$ cat config.mk
export PLATFORM = sky130hd
export DESIGN_NAME = cordic_iter_engine_flat
export DESIGN_NICKNAME = d
export VERILOG_FILES = /design/src/rtl/cordic_pkg.sv /design/src/rtl/cordic_iter_engine_if.sv /design/src/rtl/cordic_stage.sv /design/src/rtl/cordic_iter_engine.sv /design/src/flat_wrapper.sv
export SDC_FILE = /design/constraint.sdc
export NUM_CORES = 1
export LEC_CHECK = 0
export BUFFER_PORTS_ARGS = -buffer_cell sky130_fd_sc_hd__buf_4
export CAP_MARGIN = 20
export CORE_ASPECT_RATIO = 0.8
export CORE_MARGIN = 2
export CORE_UTILIZATION = 45
export CTS_BUF_LIST = sky130_fd_sc_hd__clkbuf_4 sky130_fd_sc_hd__clkbuf_8
export DETAILED_ROUTE_END_ITERATION = 7
export PLACE_DENSITY = 0.66
export SYNTH_ARGS = -nofsm -noshare
export SYNTH_HDL_FRONTEND = slang
export SYNTH_SLANG_ARGS = --single-unit
export TNS_END_PERCENT = 30
$ cat constraint.sdc
create_clock -name i_clk -period 4.44 [get_ports i_clk]
set_input_delay 0.888 -clock i_clk [delete_from_list [all_inputs] [get_ports i_clk]]
set_output_delay 0.888 -clock i_clk [all_outputs]
set_load 0.05 [all_outputs]
$ cat src/rtl/cordic_pkg.sv
// Shared types and constants for the iterative CORDIC engine: FSM states, mode encoding,
// guard width, elaboration-time arctangent table generator and the gain-compensation terms.
package cordic_pkg;

    typedef enum logic [2:0] {
        StIdle,
        StPre,
        StIter,
        StComp,
        StDone
    } state_e;

    localparam logic MODE_ROT = 1'b0;
    localparam logic MODE_VEC = 1'b1;

    localparam int unsigned GUARD_BITS = 2;

    // K ~= 2^-1 + 2^-3 - 2^-6 - 2^-9 - 2^-13; K_NEG bit k marks a subtracted term
    localparam int unsigned K_NTERMS = 5;
    localparam int unsigned K_SHIFT [K_NTERMS] = '{1, 3, 6, 9, 13};
    localparam logic [K_NTERMS-1:0] K_NEG = 5'b11100;

    // round(atan(2^-i) / pi * 2^(width-1)), via a Q56 arctangent series and long division by pi
    function automatic longint unsigned atan_lut(input int i, input int width);
        longint unsigned pi_q56;
        longint          acc;
        longint          term;
        longint unsigned rem;
        longint unsigned q;
        int              sh;
        pi_q56 = 64'h0324_3F6A_8885_A308;
        if (i == 0) begin
            return longint'(1) << (width - 3);
        end
        acc = 0;
        for (int k = 0; k < 32; k++) begin
            sh = 56 - i * (2 * k + 1);
            if (sh >= 0) begin
                term = (longint'(1) << sh) / longint'(2 * k + 1);
                acc  = (k % 2 == 1) ? acc - term : acc + term;
            end
        end
        rem = longint'(acc);
        q   = 0;
        for (int b = 0; b < width; b++) begin
            rem = rem << 1;
            q   = q << 1;
            if (rem >= pi_q56) begin
                rem = rem - pi_q56;
                q   = q | 64'd1;
            end
        end
        return (q + 64'd1) >> 1;
    endfunction

endpackage

$ cat src/rtl/cordic_iter_engine_if.sv
// Valid/ready stream bundle for the CORDIC engine: operand input side and result output side.
interface cordic_iter_engine_if #(
    parameter int unsigned DATA_WIDTH = 16
);
    logic                  in_valid;
    logic                  in_ready;
    logic                  in_mode;
    logic [DATA_WIDTH-1:0] in_x;
    logic [DATA_WIDTH-1:0] in_y;
    logic [DATA_WIDTH-1:0] in_z;
    logic                  out_valid;
    logic                  out_ready;
    logic [DATA_WIDTH-1:0] out_x;
    logic [DATA_WIDTH-1:0] out_y;
    logic [DATA_WIDTH-1:0] out_z;
    logic                  out_sat;

    modport master (
        output in_valid, in_mode, in_x, in_y, in_z, out_ready,
        input  in_ready, out_valid, out_x, out_y, out_z, out_sat
    );

    modport slave (
        input  in_valid, in_mode, in_x, in_y, in_z, out_ready,
        output in_ready, out_valid, out_x, out_y, out_z, out_sat
    );
endinterface

$ cat src/rtl/cordic_stage.sv
// One combinational CORDIC micro-rotation; the engine reuses a single instance every ITER cycle.
module cordic_stage
    import cordic_pkg::*;
#(
    parameter int unsigned DATA_WIDTH = 16,
    parameter int unsigned IterW      = 4,
    localparam int unsigned W         = DATA_WIDTH + GUARD_BITS
) (
    input  logic signed [W-1:0]          x_i,
    input  logic signed [W-1:0]          y_i,
    input  logic        [DATA_WIDTH-1:0] z_i,
    input  logic        [IterW-1:0]      iter_i,
    input  logic                         mode_i,
    input  logic        [DATA_WIDTH-1:0] atan_i,
    output logic signed [W-1:0]          x_o,
    output logic signed [W-1:0]          y_o,
    output logic        [DATA_WIDTH-1:0] z_o
);
    logic                ccw;
    logic signed [W-1:0] x_sh;
    logic signed [W-1:0] y_sh;

    always_comb begin
        ccw  = (mode_i == MODE_ROT) ? ~z_i[DATA_WIDTH-1] : y_i[W-1];
        x_sh = x_i >>> iter_i;
        y_sh = y_i >>> iter_i;
        if (ccw) begin
            x_o = x_i - y_sh;
            y_o = y_i + x_sh;
            z_o = z_i - atan_i;
        end else begin
            x_o = x_i + y_sh;
            y_o = y_i - x_sh;
            z_o = z_i + atan_i;
        end
    end
endmodule

$ cat src/rtl/cordic_iter_engine.sv
// Iterative rotation/vectoring CORDIC with quadrant fold, saturation and stream handshakes.
// Optional unity-gain COMP state is enabled by defining CORDIC_GAIN_COMP_EN.
module cordic_iter_engine
    import cordic_pkg::*;
#(
    parameter int unsigned DATA_WIDTH = 16,
    parameter int unsigned N_ITER     = 13
) (
    input  logic                i_clk,
    input  logic                rst,
    cordic_iter_engine_if.slave stream_io,
    output logic                busy
);
    localparam int unsigned W    = DATA_WIDTH + GUARD_BITS;
    localparam int unsigned CntW = $clog2(N_ITER + 1);

    if (N_ITER < 4 || N_ITER > DATA_WIDTH - 1) begin : g_bad_n_iter
        $error("N_ITER must lie in [4, DATA_WIDTH-1]");
    end

    typedef logic [N_ITER-1:0][DATA_WIDTH-1:0] atan_tab_t;

    function automatic atan_tab_t build_atan();
        atan_tab_t t;
        for (int k = 0; k < int'(N_ITER); k++) begin
            t[k] = DATA_WIDTH'(atan_lut(k, int'(DATA_WIDTH)));
        end
        return t;
    endfunction

    localparam atan_tab_t ATAN = build_atan();

    localparam logic [DATA_WIDTH-1:0] HALF_PI = {2'b01, {(DATA_WIDTH-2){1'b0}}};
    localparam logic signed [W-1:0] SAT_MAX = {{(GUARD_BITS+1){1'b0}}, {(DATA_WIDTH-1){1'b1}}};
    localparam logic signed [W-1:0] SAT_MIN = {{(GUARD_BITS+1){1'b1}}, {(DATA_WIDTH-1){1'b0}}};

    function automatic logic [DATA_WIDTH:0] saturate(input logic signed [W-1:0] v);
        if (v > SAT_MAX) return {1'b1, SAT_MAX[DATA_WIDTH-1:0]};
        if (v < SAT_MIN) return {1'b1, SAT_MIN[DATA_WIDTH-1:0]};
        return {1'b0, v[DATA_WIDTH-1:0]};
    endfunction

    state_e                     state_q;
    logic signed [W-1:0]        x_q, y_q;
    logic [DATA_WIDTH-1:0]      z_q;
    logic                       mode_q;
    logic [CntW-1:0]            iter_q;
    logic [DATA_WIDTH-1:0]      out_x_q, out_y_q, out_z_q;
    logic                       out_sat_q;

    logic signed [W-1:0]        fold_x_d, fold_y_d, stage_x, stage_y, fin_x, fin_y;
    logic [DATA_WIDTH-1:0]      fold_z_d, stage_z, atan_cur;
    logic [DATA_WIDTH:0]        sat_x, sat_y;

    always_comb begin
        fold_x_d = x_q;
        fold_y_d = y_q;
        fold_z_d = z_q;
        if (mode_q == MODE_ROT) begin
            if (z_q[DATA_WIDTH-1 -: 2] == 2'b01 && z_q != HALF_PI) begin
                fold_x_d = -y_q;
                fold_y_d = x_q;
                fold_z_d = z_q - HALF_PI;
            end else if (z_q[DATA_WIDTH-1 -: 2] == 2'b10) begin
                fold_x_d = y_q;
                fold_y_d = -x_q;
                fold_z_d = z_q + HALF_PI;
            end
        end else if (x_q[W-1]) begin
            if (!y_q[W-1]) begin
                fold_x_d = y_q;
                fold_y_d = -x_q;
                fold_z_d = z_q + HALF_PI;
            end else begin
                fold_x_d = -y_q;
                fold_y_d = x_q;
                fold_z_d = z_q - HALF_PI;
            end
        end
    end

    always_comb begin
        atan_cur = '0;
        for (int k = 0; k < int'(N_ITER); k++) begin
            if (iter_q == CntW'(k)) atan_cur = ATAN[k];
        end
    end

    cordic_stage #(
        .DATA_WIDTH(DATA_WIDTH),
        .IterW     (CntW)
    ) u_stage (
        .x_i   (x_q),
        .y_i   (y_q),
        .z_i   (z_q),
        .iter_i(iter_q),
        .mode_i(mode_q),
        .atan_i(atan_cur),
        .x_o   (stage_x),
        .y_o   (stage_y),
        .z_o   (stage_z)
    );

`ifdef CORDIC_GAIN_COMP_EN
    function automatic logic signed [W-1:0] scale_k(input logic signed [W-1:0] v);
        logic signed [W-1:0] acc;
        acc = '0;
        for (int k = 0; k < int'(K_NTERMS); k++) begin
            acc = K_NEG[k] ? acc - (v >>> K_SHIFT[k]) : acc + (v >>> K_SHIFT[k]);
        end
        return acc;
    endfunction

    assign fin_x = scale_k(x_q);
    assign fin_y = scale_k(y_q);
`else
    assign fin_x = x_q;
    assign fin_y = y_q;
`endif

    assign sat_x = saturate(fin_x);
    assign sat_y = saturate(fin_y);

    always_ff @(posedge i_clk or posedge rst) begin
        if (rst) begin
            state_q   <= StIdle;
            x_q       <= '0;
            y_q       <= '0;
            z_q       <= '0;
            mode_q    <= MODE_ROT;
            iter_q    <= '0;
            out_x_q   <= '0;
            out_y_q   <= '0;
            out_z_q   <= '0;
            out_sat_q <= 1'b0;
        end else begin
            unique case (state_q)
                StIdle: begin
                    if (stream_io.in_valid) begin
                        x_q     <= {{GUARD_BITS{stream_io.in_x[DATA_WIDTH-1]}}, stream_io.in_x};
                        y_q     <= {{GUARD_BITS{stream_io.in_y[DATA_WIDTH-1]}}, stream_io.in_y};
                        z_q     <= stream_io.in_z;
                        mode_q  <= stream_io.in_mode;
                        iter_q  <= '0;
                        state_q <= StPre;
                    end
                end
                StPre: begin
                    x_q     <= fold_x_d;
                    y_q     <= fold_y_d;
                    z_q     <= fold_z_d;
                    state_q <= StIter;
                end
                StIter: begin
                    // The beat after the last micro-rotation registers the result
                    if (iter_q == CntW'(N_ITER)) begin
`ifdef CORDIC_GAIN_COMP_EN
                        state_q   <= StComp;
`else
                        out_x_q   <= sat_x[DATA_WIDTH-1:0];
                        out_y_q   <= sat_y[DATA_WIDTH-1:0];
                        out_z_q   <= z_q;
                        out_sat_q <= sat_x[DATA_WIDTH] | sat_y[DATA_WIDTH];
                        state_q   <= StDone;
`endif
                    end else begin
                        x_q    <= stage_x;
                        y_q    <= stage_y;
                        z_q    <= stage_z;
                        iter_q <= iter_q + CntW'(1);
                    end
                end
`ifdef CORDIC_GAIN_COMP_EN
                StComp: begin
                    out_x_q   <= sat_x[DATA_WIDTH-1:0];
                    out_y_q   <= sat_y[DATA_WIDTH-1:0];
                    out_z_q   <= z_q;
                    out_sat_q <= sat_x[DATA_WIDTH] | sat_y[DATA_WIDTH];
                    state_q   <= StDone;
                end
`endif
                StDone: begin
                    if (stream_io.out_ready) state_q <= StIdle;
                end
                default: state_q <= StIdle;
            endcase
        end
    end

    assign stream_io.in_ready  = (state_q == StIdle);
    assign stream_io.out_valid = (state_q == StDone);
    assign stream_io.out_x     = out_x_q;
    assign stream_io.out_y     = out_y_q;
    assign stream_io.out_z     = out_z_q;
    assign stream_io.out_sat   = out_sat_q;
    assign busy                = (state_q != StIdle);
endmodule
$ cat src/flat_wrapper.sv
// flat-port wrapper written by rule: the top's interface ports become plain ports
module cordic_iter_engine_flat import cordic_pkg::*;
#(
    parameter int unsigned DATA_WIDTH = 16,
    parameter int unsigned N_ITER     = 13
)
  (i_clk, rst, busy, stream_io_in_valid, stream_io_in_mode, stream_io_in_x, stream_io_in_y, stream_io_in_z, stream_io_out_ready, stream_io_in_ready, stream_io_out_valid, stream_io_out_x, stream_io_out_y, stream_io_out_z, stream_io_out_sat);
  cordic_iter_engine_if #(.DATA_WIDTH(DATA_WIDTH)) stream_io_i ();
  input  logic i_clk;
  input  logic rst;
  output logic busy;
  input wire logic [$bits(stream_io_i.in_valid)-1:0] stream_io_in_valid;
  input wire logic [$bits(stream_io_i.in_mode)-1:0] stream_io_in_mode;
  input wire logic [$bits(stream_io_i.in_x)-1:0] stream_io_in_x;
  input wire logic [$bits(stream_io_i.in_y)-1:0] stream_io_in_y;
  input wire logic [$bits(stream_io_i.in_z)-1:0] stream_io_in_z;
  input wire logic [$bits(stream_io_i.out_ready)-1:0] stream_io_out_ready;
  output wire logic [$bits(stream_io_i.in_ready)-1:0] stream_io_in_ready;
  output wire logic [$bits(stream_io_i.out_valid)-1:0] stream_io_out_valid;
  output wire logic [$bits(stream_io_i.out_x)-1:0] stream_io_out_x;
  output wire logic [$bits(stream_io_i.out_y)-1:0] stream_io_out_y;
  output wire logic [$bits(stream_io_i.out_z)-1:0] stream_io_out_z;
  output wire logic [$bits(stream_io_i.out_sat)-1:0] stream_io_out_sat;
  assign stream_io_i.in_valid = stream_io_in_valid;
  assign stream_io_i.in_mode = stream_io_in_mode;
  assign stream_io_i.in_x = stream_io_in_x;
  assign stream_io_i.in_y = stream_io_in_y;
  assign stream_io_i.in_z = stream_io_in_z;
  assign stream_io_i.out_ready = stream_io_out_ready;
  assign stream_io_in_ready = stream_io_i.in_ready;
  assign stream_io_out_valid = stream_io_i.out_valid;
  assign stream_io_out_x = stream_io_i.out_x;
  assign stream_io_out_y = stream_io_i.out_y;
  assign stream_io_out_z = stream_io_i.out_z;
  assign stream_io_out_sat = stream_io_i.out_sat;
  cordic_iter_engine #(.DATA_WIDTH(DATA_WIDTH), .N_ITER(N_ITER)) u_core (.i_clk(i_clk), .rst(rst), .stream_io(stream_io_i), .busy(busy));
endmodule
==> out/metrics.cfg <==
[critical_path]
path_class=register to register
critPathMaxFanout=6
cp_top_family=compound AO/OA/AOI/OAI gates
cp.required_ns=4.78
cp-end-kind=register
path_depth=20
startpoint_type=register
cpMaxStageDelayCell=dfrtp_4
crit_arrival_ns=4.79
cp_slowest_stage_delay_ns=0.55
cp_cell_sequence=buf_12 > mux2i_2 > mux4_2 > o221a_1 > buf_4 > nand2_1 > and3b_2 > buf_6 > buf_4 > nand2_2 > nand2_2 > xnor2_2 > ha_2 > or4_4 > a21oi_2 > o21ai_2 > a31oi_1 > xnor2_1 > a221oi_2 > a21oi_1
rr_worst_depth=20
crit_buf_inv=4

[yosys]
yosysTopAreaCellShare_pct=23.66
synth_nets=1566
ys_ff_latch=109
synth-edff-count=0
synth_cell_types=82
syn_area_sq_mm=0.01153
synth_area_leaders=dfrtp_1 24%, o21ai_0 6.8%, ha_1 6.6%
ys.flop_type=dfrtp_1
netlist_instances=1449
ys_warn_count=0
yosysSeqAreaShare_pct=23.66
async_flop_share_pct=100.0
yosysTopAreaCell=dfrtp_1
syn_avg_cell_area_sq_um=7.956

[routing]
wl_mm=45.91
drtIter0Drc=1587
vias=12300
final_antenna_net_count=0
drc=0
via_per_inst=6.197
dr.pass1.iters=5
wire_per_inst_um=23.14

[timing]
setup_viol=1
max_slew.worst_pin.slew_ns=1.043
max_freq_mhz=224.5
grt_setup_unrepaired=yes
fin_worst_skew_ns=0.03967
min_period_ns=4.454
slew_headroom_pct=30.02
tns_ns=-0.01440
drv_slew=0
hold_viol_final=0
setup_slack_ns=-0.01440
period_share_pct=100.3

[grt]
grt_overflow=0
grtUsageTotal_pct=33.49
grt_pass1_wl_mm=68.21
grt_pass1_vias=11240
grt_max_degree=72
antenna_found_initial=1

[run]
drv_cap=0

[layout]
mostFrequentLayoutCells=298 x buf_4, 145 x nor2_1, 140 x o21ai_0
final_common_cell=buf_4
fin_nets=1773
seq_area_sq_mm=0.002736
nFillCells=2326
antenna_cells=0
multi_input_area_sq_mm=0.008448
layout-drive-gt1-share_pct=29.10
syn_to_final_growth_pct=25.15

[run_status]
status=finished with violations
violations=setup timing

[cts]
htree_levels=3
root_buffer=clkbuf_8
clock_path_buffers=2
worstSkewPairLatency_ns=0.44
cts-buffers-inserted=9
tritoncts=yes
clkSinkCount=109
clkTransAtPathRegs_ns=0.16

[placement]
routabilityCongestion=1.011
dp_hpwl_mm=35.03
port_buffers=104

[die]
rows=52
core-area_sq_mm=0.02524
io_pins=105
die_area_sq_mm=0.02692
dieHeight_um=147.2
die_x_um=183.0
initial_core_util_pct=45.67

[min_path]
hold_class=primary input to asynchronous set/reset pin

## metal layers
metal | GRT usage, % | share of wire, % | up-vias
li1 | - | - | 5699
met1 | 48.86 | 44 | 5854
met2 | 46.93 | 41 | 674
met3 | 11.43 | 13 | 68
met4 | 8.680 | 2.4 | 0
met5 | 0 | 0 | -
## sequential cells by signal, summed over array words and instances, names as in the netlist
signal,flops
u_core.stream_io.out_y,16
u_core.state_q,3
u_core.z_q,16
u_core.iter_q,4
u_core.mode_q,1
u_core.stream_io.out_x,16
u_core.stream_io.out_sat,1
u_core.fin_x,18
u_core.fin_y,18
u_core.stream_io.out_z,16
## final timing paths
| kind | start | end | slack, ns |
|---|---|---|---|
| min in group i_clk | u_core.stream_io.out_x[14] | u_core.stream_io.out_x[14] | 0.49 |
| max | u_core.iter_q[2] | u_core.fin_x[15] | -0.01 |
| max in group asynchronous | rst | u_core.fin_x[9] | 3.14 |
| min | rst | u_core.iter_q[2] | 0.49 |
| max reg2reg | u_core.iter_q[2] | u_core.fin_x[15] | -0.01 |
| min reg2reg | u_core.stream_io.out_x[14] | u_core.stream_io.out_x[14] | 0.49 |
## stage by stage
step           cell area [sq um]  worst slack, ns  instances  util, %  hold slack (ns)
2_1_floorplan              11560       -0.0006422       1449        -           0.4834
3_3_place_gp               13750         -0.07244       1950    54.47           0.4649
3_5_place_dp               13750          -0.1731       1950    54.47           0.4709
4_1_cts                    14010         0.007624       1969    55.49           0.5005
5_1_grt                    14430          -0.2148       1984    57.15           0.5160
6_report                   14430         -0.01440       1984    57.15           0.4911
## synthesized netlist by cell type, types with 6 or more instances
cell	n
or4_1	6
a211oi_1	17
or2_2	6
buf_2	12
a31oi_1	13
o21a_1	19
or3_1	12
clkbuf_1	94
nor2_1	149
and3_1	7
a21o_1	14
o31ai_1	13
o2bb2ai_1	8
o211ai_1	15
and2_1	7
buf_6	6
o22ai_1	11
ha_1	61
o21ai_0	156
inv_1	42
mux2_2	37
nor3_1	27
nand2b_1	21
a221oi_1	17
nor4_1	7
mux4_2	29
a22oi_1	10
nand2_1	140
a21oi_1	116
mux2i_1	39
dfrtp_1	109
xnor2_1	63
nand3_1	22
xor2_1	32
nor2b_1	18
## cells by family (layout without fill, tap and decap cells)
group           count (synthesis)  count (layout)  share of synthesized area [%]
buf+inv                       161             372                          5.796
compound gates                471             471                          25.79
flops                         109             109                          23.66
mux                           106             106                          12.78
simple gates                  443             443                          17.61
fa+ha+maj                      64              64                          7.141
xor+xnor                       95              95                          7.217
## what timing repair did
action	in CTS	in global routing
cloned	0	0
setup endpoints to repair	11	24
hold buffers	0	0
gates resized for setup	10	86
pin swaps	3	20
setup buffers	4	15
## final cells by class
| class | count | area share, % |
|---|---|---|
| Clock buffer | 9 | 0.8586 |
| Inverter | 43 | 1.153 |
| Multi-Input combinational cell | 1179 | 58.56 |
| Timing Repair Buffer | 314 | 17.24 |
| Sequential cell | 109 | 18.97 |
| Tap cell | 324 | 2.810 |
| Clock inverter | 6 | 0.4163 |
Power is not shown: default switching activity piles up to over one toggle a cycle in this logic, so the estimate is an artifact.
